`config.mk`:
```
export PLATFORM = sky130hd
export DESIGN_NAME = scan_sequencer_flat
export DESIGN_NICKNAME = d
export VERILOG_FILES = /design/src/rtl/scan_sequencer_if.sv /design/src/rtl/scan_sequencer.sv /design/src/flat_wrapper.sv
export SDC_FILE = /design/constraint.sdc
export NUM_CORES = 1
export LEC_CHECK = 0
export BUFFER_PORTS_ARGS = -buffer_cell sky130_fd_sc_hd__buf_2
export CAP_MARGIN = 20
export CORE_UTILIZATION = 40
export DETAILED_ROUTE_END_ITERATION = 8
export GPL_TIMING_DRIVEN = 0
export PLACE_DENSITY_LB_ADDON = 0.2
export SETUP_SLACK_MARGIN = 0.4
export SYNTH_ARGS = -nofsm -noshare
export SYNTH_HDL_FRONTEND = slang
export SYNTH_SLANG_ARGS = --single-unit
```
`constraint.sdc`:
```
create_clock -name clk -period 6.3 [get_ports clk]
set_clock_uncertainty 0.1 [all_clocks]
set_input_delay 1.26 -clock clk [delete_from_list [all_inputs] [get_ports clk]]
set_output_delay 1.26 -clock clk [all_outputs]
set_load 0.05 [all_outputs]
```
`src/rtl/scan_sequencer_if.sv`:
```
// ----------------------------------------------------------------------------
// scan_sequencer_if
//   Bundles the request/response handshake of the scan sequencer together with
//   the chain-head scan signals, so the sequencer takes one bus port.
//
//   Handshake: the front end raises `start` with `active_select`/`inputs` valid
//   in the same cycle. The sequencer looks at `start` only while idle. A valid
//   request is accepted on that edge and `busy` rises the next cycle. The
//   sequencer then ignores `start` until it has returned to idle.
//   `done` pulses for one cycle when `outputs` is valid, and `busy` drops in
//   the same cycle. A request with an out-of-range select is refused with a
//   one-cycle `sel_err` pulse, and `busy` and `outputs` are left unchanged.
//
//   Signals
//     start, active_select[8:0], inputs[NUM_IOS-1:0]   request (master -> slave)
//     outputs[NUM_IOS-1:0], busy, done, sel_err        response (slave -> master)
//     scan_clk_out, scan_data_out, scan_select,
//     scan_latch_en                                    chain head (slave -> chain)
//     scan_data_in                                     chain tail (chain -> slave)
//     dbg_state[2:0]                                   sequencer FSM state, debug only
// ----------------------------------------------------------------------------
interface scan_sequencer_if #(
    parameter int NUM_IOS = 8
);
    logic               start;
    logic [8:0]         active_select;
    logic [NUM_IOS-1:0] inputs;
    logic [NUM_IOS-1:0] outputs;
    logic               busy;
    logic               done;
    logic               sel_err;
    logic               scan_clk_out;
    logic               scan_data_out;
    logic               scan_select;
    logic               scan_latch_en;
    logic               scan_data_in;
    logic [2:0]         dbg_state;

    // Environment side: the pad/LA front end together with the chain itself.
    modport master (
        output start, active_select, inputs, scan_data_in,
        input  outputs, busy, done, sel_err,
        input  scan_clk_out, scan_data_out, scan_select, scan_latch_en,
        input  dbg_state
    );

    // Sequencer side.
    modport slave (
        input  start, active_select, inputs, scan_data_in,
        output outputs, busy, done, sel_err,
        output scan_clk_out, scan_data_out, scan_select, scan_latch_en,
        output dbg_state
    );
endinterface

```
`src/rtl/scan_sequencer.sv`:
```
// ----------------------------------------------------------------------------
// scan_sequencer
//   Runs one complete transaction on the daisy-chained design scan chain:
//     1. Shift the input byte into the selected design's slot.
//     2. Latch the slot contents onto the design inputs.
//     3. Capture every design's outputs into the chain.
//     4. Shift the whole chain back and extract the selected design's bits.
//
//   Parameters
//     NUM_DESIGNS  designs on the chain (valid select 0..NUM_DESIGNS-1)
//     NUM_IOS      I/O bits per design; each chain slot is 2*NUM_IOS bits
//     CLK_DIV      clk cycles per scan-clock half period (>= 1)
//
//   Ports
//     clk    system clock; all logic runs on the rising edge
//     reset  synchronous, active-high; aborts any transaction in flight
//     bus    scan_sequencer_if.slave: request/response handshake, chain-head
//            scan signals and a debug copy of the FSM state
//
//   One scan pulse lasts 2*CLK_DIV cycles: CLK_DIV cycles low, then CLK_DIV
//   cycles high. Serial data changes only on the first low cycle of a pulse.
//   Returning data is sampled on the last high cycle of a pulse.
//   Every output is a register. Output next-values are derived from the
//   next-state values, so each output lines up with the state register.
// ----------------------------------------------------------------------------
module scan_sequencer #(
    parameter int NUM_DESIGNS = 250,
    parameter int NUM_IOS     = 8,
    parameter int CLK_DIV     = 1
) (
    input  logic            clk,
    input  logic            reset,
    scan_sequencer_if.slave bus
);
    localparam int SLOT = 2 * NUM_IOS;
    localparam int L    = NUM_DESIGNS * SLOT;
    localparam int CW   = $clog2(L + 1);
    localparam int DW   = $clog2(2 * CLK_DIV + 1);

    localparam logic [CW-1:0] LAST_PULSE = CW'(L - 1);
    localparam logic [DW-1:0] LAST_DIV   = DW'(2 * CLK_DIV - 1);
    localparam logic [DW-1:0] HALF       = DW'(CLK_DIV);

    typedef enum logic [2:0] {
        ST_IDLE      = 3'd0,
        ST_SHIFT_IN  = 3'd1,
        ST_LATCH     = 3'd2,
        ST_CAPTURE   = 3'd3,
        ST_SHIFT_OUT = 3'd4,
        ST_DONE      = 3'd5
    } state_t;

    state_t             state_q, state_d;
    logic [DW-1:0]      div_q, div_d;        // cycle position inside a scan pulse
    logic [CW-1:0]      pulse_q, pulse_d;    // pulse index inside a shift phase
    logic [CW-1:0]      base_q, base_d;      // first pulse of the selected slot's data window
    logic [NUM_IOS-1:0] in_sr_q, in_sr_d;    // input bits still to be shifted out, MSB first
    logic [NUM_IOS-1:0] out_sr_q, out_sr_d;  // bits collected from the chain tail
    logic [NUM_IOS-1:0] outputs_q, outputs_d;
    logic               busy_q, busy_d;
    logic               done_q, done_d;
    logic               sel_err_q, sel_err_d;
    logic               scan_clk_q, scan_clk_d;
    logic               scan_data_q, scan_data_d;
    logic               scan_select_q, scan_select_d;
    logic               scan_latch_q, scan_latch_d;

    logic               last_div;
    logic               sel_ok;
    logic [CW-1:0]      sel_base;

    // The selected design's data occupies NUM_IOS consecutive pulses,
    // starting at base, in both shift phases.
    function automatic logic in_window(input logic [CW-1:0] p, input logic [CW-1:0] b);
        logic [CW-1:0] off;
        off = p - b;
        return (p >= b) && (off < CW'(NUM_IOS));
    endfunction

    assign sel_ok   = 32'(bus.active_select) < 32'(NUM_DESIGNS);
    // Designs farther from the chain head are reached by earlier pulses.
    assign sel_base = CW'((32'(NUM_DESIGNS) - 32'd1 - 32'(bus.active_select)) * 32'(SLOT));

    always_comb begin
        state_d   = state_q;
        div_d     = div_q;
        pulse_d   = pulse_q;
        base_d    = base_q;
        in_sr_d   = in_sr_q;
        out_sr_d  = out_sr_q;
        outputs_d = outputs_q;
        busy_d    = busy_q;
        done_d    = 1'b0;
        sel_err_d = 1'b0;
        last_div  = (div_q == LAST_DIV);

        // Every active phase is built from whole scan pulses.
        if (state_q inside {ST_SHIFT_IN, ST_LATCH, ST_CAPTURE, ST_SHIFT_OUT}) begin
            div_d = last_div ? '0 : div_q + DW'(1);
        end

        case (state_q)
            ST_IDLE: begin
                if (bus.start) begin
                    if (sel_ok) begin
                        state_d  = ST_SHIFT_IN;
                        base_d   = sel_base;
                        in_sr_d  = bus.inputs;
                        out_sr_d = '0;
                        div_d    = '0;
                        pulse_d  = '0;
                        busy_d   = 1'b1;
                    end else begin
                        sel_err_d = 1'b1;
                    end
                end
            end
            ST_SHIFT_IN: begin
                if (last_div) begin
                    if (pulse_q == LAST_PULSE) begin
                        state_d = ST_LATCH;
                        pulse_d = '0;
                    end else begin
                        pulse_d = pulse_q + CW'(1);
                    end
                end
            end
            ST_LATCH: begin
                if (last_div) state_d = ST_CAPTURE;
            end
            ST_CAPTURE: begin
                if (last_div) state_d = ST_SHIFT_OUT;
            end
            ST_SHIFT_OUT: begin
                if (last_div) begin
                    // The first sampled window bit ends up in the MSB.
                    if (in_window(pulse_q, base_q)) begin
                        out_sr_d = NUM_IOS'({out_sr_q, bus.scan_data_in});
                    end
                    if (pulse_q == LAST_PULSE) begin
                        state_d = ST_DONE;
                        pulse_d = '0;
                    end else begin
                        pulse_d = pulse_q + CW'(1);
                    end
                end
            end
            ST_DONE: begin
                // The result becomes visible all at once, never bit by bit.
                outputs_d = out_sr_q;
                done_d    = 1'b1;
                busy_d    = 1'b0;
                state_d   = ST_IDLE;
            end
            default: state_d = ST_IDLE;
        endcase

        // Scan-side outputs for the cycle that the next-state values describe.
        scan_clk_d    = (state_d inside {ST_SHIFT_IN, ST_CAPTURE, ST_SHIFT_OUT}) && (div_d >= HALF);
        scan_latch_d  = (state_d == ST_LATCH) && (div_d < HALF);
        scan_select_d = (state_d == ST_CAPTURE);

        // Serial data is updated only when a new SHIFT_IN pulse begins.
        scan_data_d = scan_data_q;
        if (state_d != ST_SHIFT_IN) begin
            scan_data_d = 1'b0;
        end else if (div_d == '0) begin
            if (in_window(pulse_d, base_d)) begin
                scan_data_d = in_sr_d[NUM_IOS-1];
                in_sr_d     = in_sr_d << 1;
            end else begin
                scan_data_d = 1'b0;
            end
        end
    end

    always_ff @(posedge clk) begin
        if (reset) begin
            state_q       <= ST_IDLE;
            div_q         <= '0;
            pulse_q       <= '0;
            base_q        <= '0;
            in_sr_q       <= '0;
            out_sr_q      <= '0;
            outputs_q     <= '0;
            busy_q        <= 1'b0;
            done_q        <= 1'b0;
            sel_err_q     <= 1'b0;
            scan_clk_q    <= 1'b0;
            scan_data_q   <= 1'b0;
            scan_select_q <= 1'b0;
            scan_latch_q  <= 1'b0;
        end else begin
            state_q       <= state_d;
            div_q         <= div_d;
            pulse_q       <= pulse_d;
            base_q        <= base_d;
            in_sr_q       <= in_sr_d;
            out_sr_q      <= out_sr_d;
            outputs_q     <= outputs_d;
            busy_q        <= busy_d;
            done_q        <= done_d;
            sel_err_q     <= sel_err_d;
            scan_clk_q    <= scan_clk_d;
            scan_data_q   <= scan_data_d;
            scan_select_q <= scan_select_d;
            scan_latch_q  <= scan_latch_d;
        end
    end

    assign bus.outputs       = outputs_q;
    assign bus.busy          = busy_q;
    assign bus.done          = done_q;
    assign bus.sel_err       = sel_err_q;
    assign bus.scan_clk_out  = scan_clk_q;
    assign bus.scan_data_out = scan_data_q;
    assign bus.scan_select   = scan_select_q;
    assign bus.scan_latch_en = scan_latch_q;
    assign bus.dbg_state     = state_q;

endmodule
```
`src/flat_wrapper.sv`:
```
// flat-port wrapper written by rule: the top's interface ports become plain ports
module scan_sequencer_flat 
#(
    parameter int NUM_DESIGNS = 250,
    parameter int NUM_IOS     = 8,
    parameter int CLK_DIV     = 1
)
  (clk, reset, bus_start, bus_active_select, bus_inputs, bus_scan_data_in, bus_outputs, bus_busy, bus_done, bus_sel_err, bus_scan_clk_out, bus_scan_data_out, bus_scan_select, bus_scan_latch_en, bus_dbg_state);
  scan_sequencer_if #(.NUM_IOS(NUM_IOS)) bus_i ();
  input  logic clk;
  input  logic reset;
  input wire logic [$bits(bus_i.start)-1:0] bus_start;
  input wire logic [$bits(bus_i.active_select)-1:0] bus_active_select;
  input wire logic [$bits(bus_i.inputs)-1:0] bus_inputs;
  input wire logic [$bits(bus_i.scan_data_in)-1:0] bus_scan_data_in;
  output wire logic [$bits(bus_i.outputs)-1:0] bus_outputs;
  output wire logic [$bits(bus_i.busy)-1:0] bus_busy;
  output wire logic [$bits(bus_i.done)-1:0] bus_done;
  output wire logic [$bits(bus_i.sel_err)-1:0] bus_sel_err;
  output wire logic [$bits(bus_i.scan_clk_out)-1:0] bus_scan_clk_out;
  output wire logic [$bits(bus_i.scan_data_out)-1:0] bus_scan_data_out;
  output wire logic [$bits(bus_i.scan_select)-1:0] bus_scan_select;
  output wire logic [$bits(bus_i.scan_latch_en)-1:0] bus_scan_latch_en;
  output wire logic [$bits(bus_i.dbg_state)-1:0] bus_dbg_state;
  assign bus_i.start = bus_start;
  assign bus_i.active_select = bus_active_select;
  assign bus_i.inputs = bus_inputs;
  assign bus_i.scan_data_in = bus_scan_data_in;
  assign bus_outputs = bus_i.outputs;
  assign bus_busy = bus_i.busy;
  assign bus_done = bus_i.done;
  assign bus_sel_err = bus_i.sel_err;
  assign bus_scan_clk_out = bus_i.scan_clk_out;
  assign bus_scan_data_out = bus_i.scan_data_out;
  assign bus_scan_select = bus_i.scan_select;
  assign bus_scan_latch_en = bus_i.scan_latch_en;
  assign bus_dbg_state = bus_i.dbg_state;
  scan_sequencer #(.NUM_DESIGNS(NUM_DESIGNS), .NUM_IOS(NUM_IOS), .CLK_DIV(CLK_DIV)) u_core (.clk(clk), .reset(reset), .bus(bus_i));
endmodule
```
==> flow_summary_export.csv <==
group,metric,value,unit
synthesis,synth_nets,524,
worst_setup_path,rrSetupSlack,1.66,ns
cts,clk-insertion-delay-late,0.34,ns
worst_setup_path,signal_arrival_time_at_the_worst_endpoint,5.57,ns
grt,grt_pass1_wl,15200,um
detailed_routing,via_count,3498,
worst_setup_path,cp-startpoint,"bus_active_select[1]",
synthesis,synth_area_leaders,"dfxtp_1, ha_1, nand2_1",
placed_design,dp.final_hpwl,7090,um
power_and_ir_drop,ir_worst_vdd,128,uV
synthesis,synthDominantCellAreaShare,32.4,%
run,cap_viol_max_count,0,
timing,final_period_minus_worst_setup_slack,5.45,ns
synthesis,synthDistinctLibCells,56,
cells_and_area,diodes,0,
detailed_routing,drt_pre_antenna_iters,5,
worst_setup_path,worst_setup_path_end_kind,"flop",
cts,numClockSinks,60,
detailed_routing,final_wirelength,9070,um
cts,cts-buffers-inserted,9,
synthesis,postSynth.topFlopCell,"dfxtp_1",
worst_setup_path,crit_type,"primary input to flop",
grt,grtUsageTotal,19.6,%
timing,max_slew_margin,52.4,%
placed_design,final_weighted_congestion_of_routability_driven_global_placement,0.917,
timing,worst_hold_slack,0.353,ns
detailed_routing,first_iter_violations,209,
min_path,hold_class,"flop to flop",
cts,clk_transition_reported_paths,0.08,ns
timing,hold_viol,0,
grt,grt_start_max_net_pins,13,
synthesis,synthesis.area,0.00371,mm^2
synthesis,async_flop_share,0,%
placed_design,dpl_worst_slack,-0.114,ns
cells_and_area,design.final.nets,576,
synthesis,postSynthAreaPerCell,7.80,um^2
cells_and_area,syn_to_final_growth,15.0,%
timing,tns,0,ns
timing,finalMaxSlewViolations,0,
floorplanning,core_region_area,0.00885,mm^2
floorplanning,die_height,98.3,um
cells_and_area,fill_cells,901,
cells_and_area,drive_above_1_share,14.6,%
timing,post-route-worst-setup-slack,0.850,ns
floorplanning,num_io_pins,39,
worst_setup_path,reg2regPathDepth,18,
worst_setup_path,timing.critical_path.to,"u_core.in_sr_q[2]$_SDFF_PP0_",
worst_setup_path,reg2reg_from,"u_core.bus.dbg_state[1]$_SDFF_PP0_",
synthesis,ys_seq_area_share,32.4,%
grt,grt_remaining_overflow,0,
synthesis,yosysTopAreaCell,"dfxtp_1",
synthesis,ys_seq_elements,60,
grt,initial_antenna_violation_count,0,
synthesis,ys.warnings.count,0,
synthesis,synth_cells,476,
detailed_routing,drt_drc_violations_left,0,
floorplanning,die_width,98.3,um
timing,worst_slew_pin_slew,0.706,ns
power_and_ir_drop,power_per_cell_area,205,mW/mm^2
worst_setup_path,top_fanout_value_on_the_critical_path,10,
cts,cts-root-to-sink-buffers,2,
synthesis,synth-edff-count,0,
detailed_routing,routed_via_density,5.46,
cts,cts_max_level,3,
power_and_ir_drop,power_leakage,1.77,nW
worst_setup_path,cp-start-kind,"primary input",
worst_setup_path,regToRegEndpoint,"u_core.in_sr_q[2]$_SDFF_PP0_",
cts,tritoncts_clock_tree,"yes",
grt,number_of_global_route_vias_before_repair,3228,
timing,report.final.setup_viol,0,
floorplanning,fp.dieArea,0.00967,mm^2
floorplanning,std_cell_rows,34,
worst_setup_path,required,6.42,ns
timing,fmaxAchievable,0.183,GHz
cts,clock-root-buffer,"clkbuf_8",
detailed_routing,detail_route.wl_per_cell,14.2,um
detailed_routing,ant_nets,0,
timing,rsz0062_at_grt,"false",
status,status,"finished clean",
cells_and_area,most_frequent_standard_cell_in_the_layout_excluding_fill_and_tap_cells,"nand2_1",
floorplanning,start_util,42.0,%
placed_design,io_buffers,38,
cells_and_area,layout_common_cells,"nand2_1, dfxtp_1, nor2_1",
timing,final_min_period_over_clock_period,86.5,%
==> layer usage <==
layer / track usage, % / part of all wire [%] / up-vias
met5: 0 / 0 / -
li1: - / - / 1773
met3: 3.51 / 5.0 / 14
met1: 27.0 / 50 / 1613
met2: 30.6 / 44 / 98
met4: 7.35 / 1.8 / 0
==> layout make-up <==
class                   instances  area [um^2]  share of cell area [%]
multi-input cells             374         2350                    55.0
flip-flops and latches         60         1200                    28.1
repair buffers                 41          213                    4.98
well taps                     108          135                    3.17
clock buffers                   9          124                    2.90
inverters                      27          101                    2.37
clock inverters                 7         75.1                    1.76
plain buffers                  15         71.3                    1.67
==> repair_timing <==
action	in CTS	in global routing
pin swaps	1	0
endpoints found under the setup margin	7	9
buffers inserted	2	0
resized for setup	0	10
hold buffers	0	0
==> metrics by stage <==
stage | cells | util (%) | cell area, um^2 | total power [mW]
2_1_floorplan | 476 | - | 3710 | 0.495
3_3_place_gp | 622 | 45.6 | 4040 | 0.529
3_5_place_dp | 623 | 45.7 | 4050 | 0.531
4_1_cts | 641 | 48.1 | 4260 | 0.881
5_1_grt | 641 | 48.2 | 4270 | 0.917
6_report | 641 | 48.2 | 4270 | 0.875
==> cells in the mapped netlist (4+ instances only) <==
master and count:
o31ai_1 4, o21ai_0 28, dfxtp_1 60, inv_1 27, nand2_1 72, nand4_1 4
a21oi_1 38, xor2_1 4, clkbuf_1 11, nand3_1 20, xnor2_1 14, a31oi_1 4
and3_1 6, nor3_1 14, or3_1 7, mux2i_1 11, mux2_2 6, nor2b_1 19
nor2_1 44, nand2b_1 5, ha_1 27
==> worst min path at each step <==
stage / from / end / slack (ns) / cells after the start
after floorplan: u_core.out_sr_q[7]$_SDFFE_PP0P_ / u_core.out_sr_q[7]$_SDFFE_PP0P_ / 0.34 / 2
after global placement: u_core.bus.outputs[6]$_SDFFE_PP0P_ / u_core.bus.outputs[6]$_SDFFE_PP0P_ / 0.34 / 2
after detailed placement: u_core.bus.outputs[4]$_SDFFE_PP0P_ / u_core.bus.outputs[4]$_SDFFE_PP0P_ / 0.35 / 2
after CTS: u_core.bus.outputs[4]$_SDFFE_PP0P_ / u_core.bus.outputs[4]$_SDFFE_PP0P_ / 0.36 / 2
after global routing: u_core.bus.outputs[4]$_SDFFE_PP0P_ / u_core.bus.outputs[4]$_SDFFE_PP0P_ / 0.38 / 2
final: u_core.bus.outputs[2]$_SDFFE_PP0P_ / u_core.bus.outputs[2]$_SDFFE_PP0P_ / 0.35 / 2
==> power breakdown <==
group          total [mW]  switching (mW)  internal, mW
Combinational       0.135          0.0853        0.0495
Sequential          0.391         0.00424         0.387
Clock               0.350           0.165         0.184
Total               0.875           0.255         0.621
==> registers in the layout, indices dropped and copies added (netlist names), 2 cells and up, named ones only <==
register,cells
u_core.base_q,12
u_core.bus.dbg_state,3
u_core.bus.outputs,8
u_core.div_q,2
u_core.in_sr_q,8
u_core.out_sr_q,8
u_core.pulse_q,11
==> critical path, stage by stage <==
cell,delay [ns]
buf_2,0.10
inv_1,0.07
ha_1,0.19
and4b_1,0.23
a31oi_1,0.14
nand2b_1,0.10
clkbuf_1,0.39
clkbuf_2,0.34
nor2_1,0.12
a21oi_1,0.19
ha_1,0.26
clkbuf_2,0.18
nand2_1,0.17
o21a_1,0.18
o22ai_1,0.09
a311oi_1,0.32
o311a_1,0.21
o311ai_0,0.22
a2111oi_4,0.24
buf_4,0.22
mux2_2,0.34
==> cell families (layout without fill, tap and decap cells) <==
family	count (synthesis)	count (layout)	share of synthesized area, %
flip-flops	60	60	32.4
AO/OA/AOI/OAI	109	109	19.1
AND/OR/NAND/NOR	202	202	25.6
buffers and inverters	42	99	4.48
adder cells (fa/ha/maj)	27	27	9.10
multiplexers	18	18	5.09
XOR/XNOR	18	18	4.25
No activity file was read; power rests on OpenSTA's default activity.
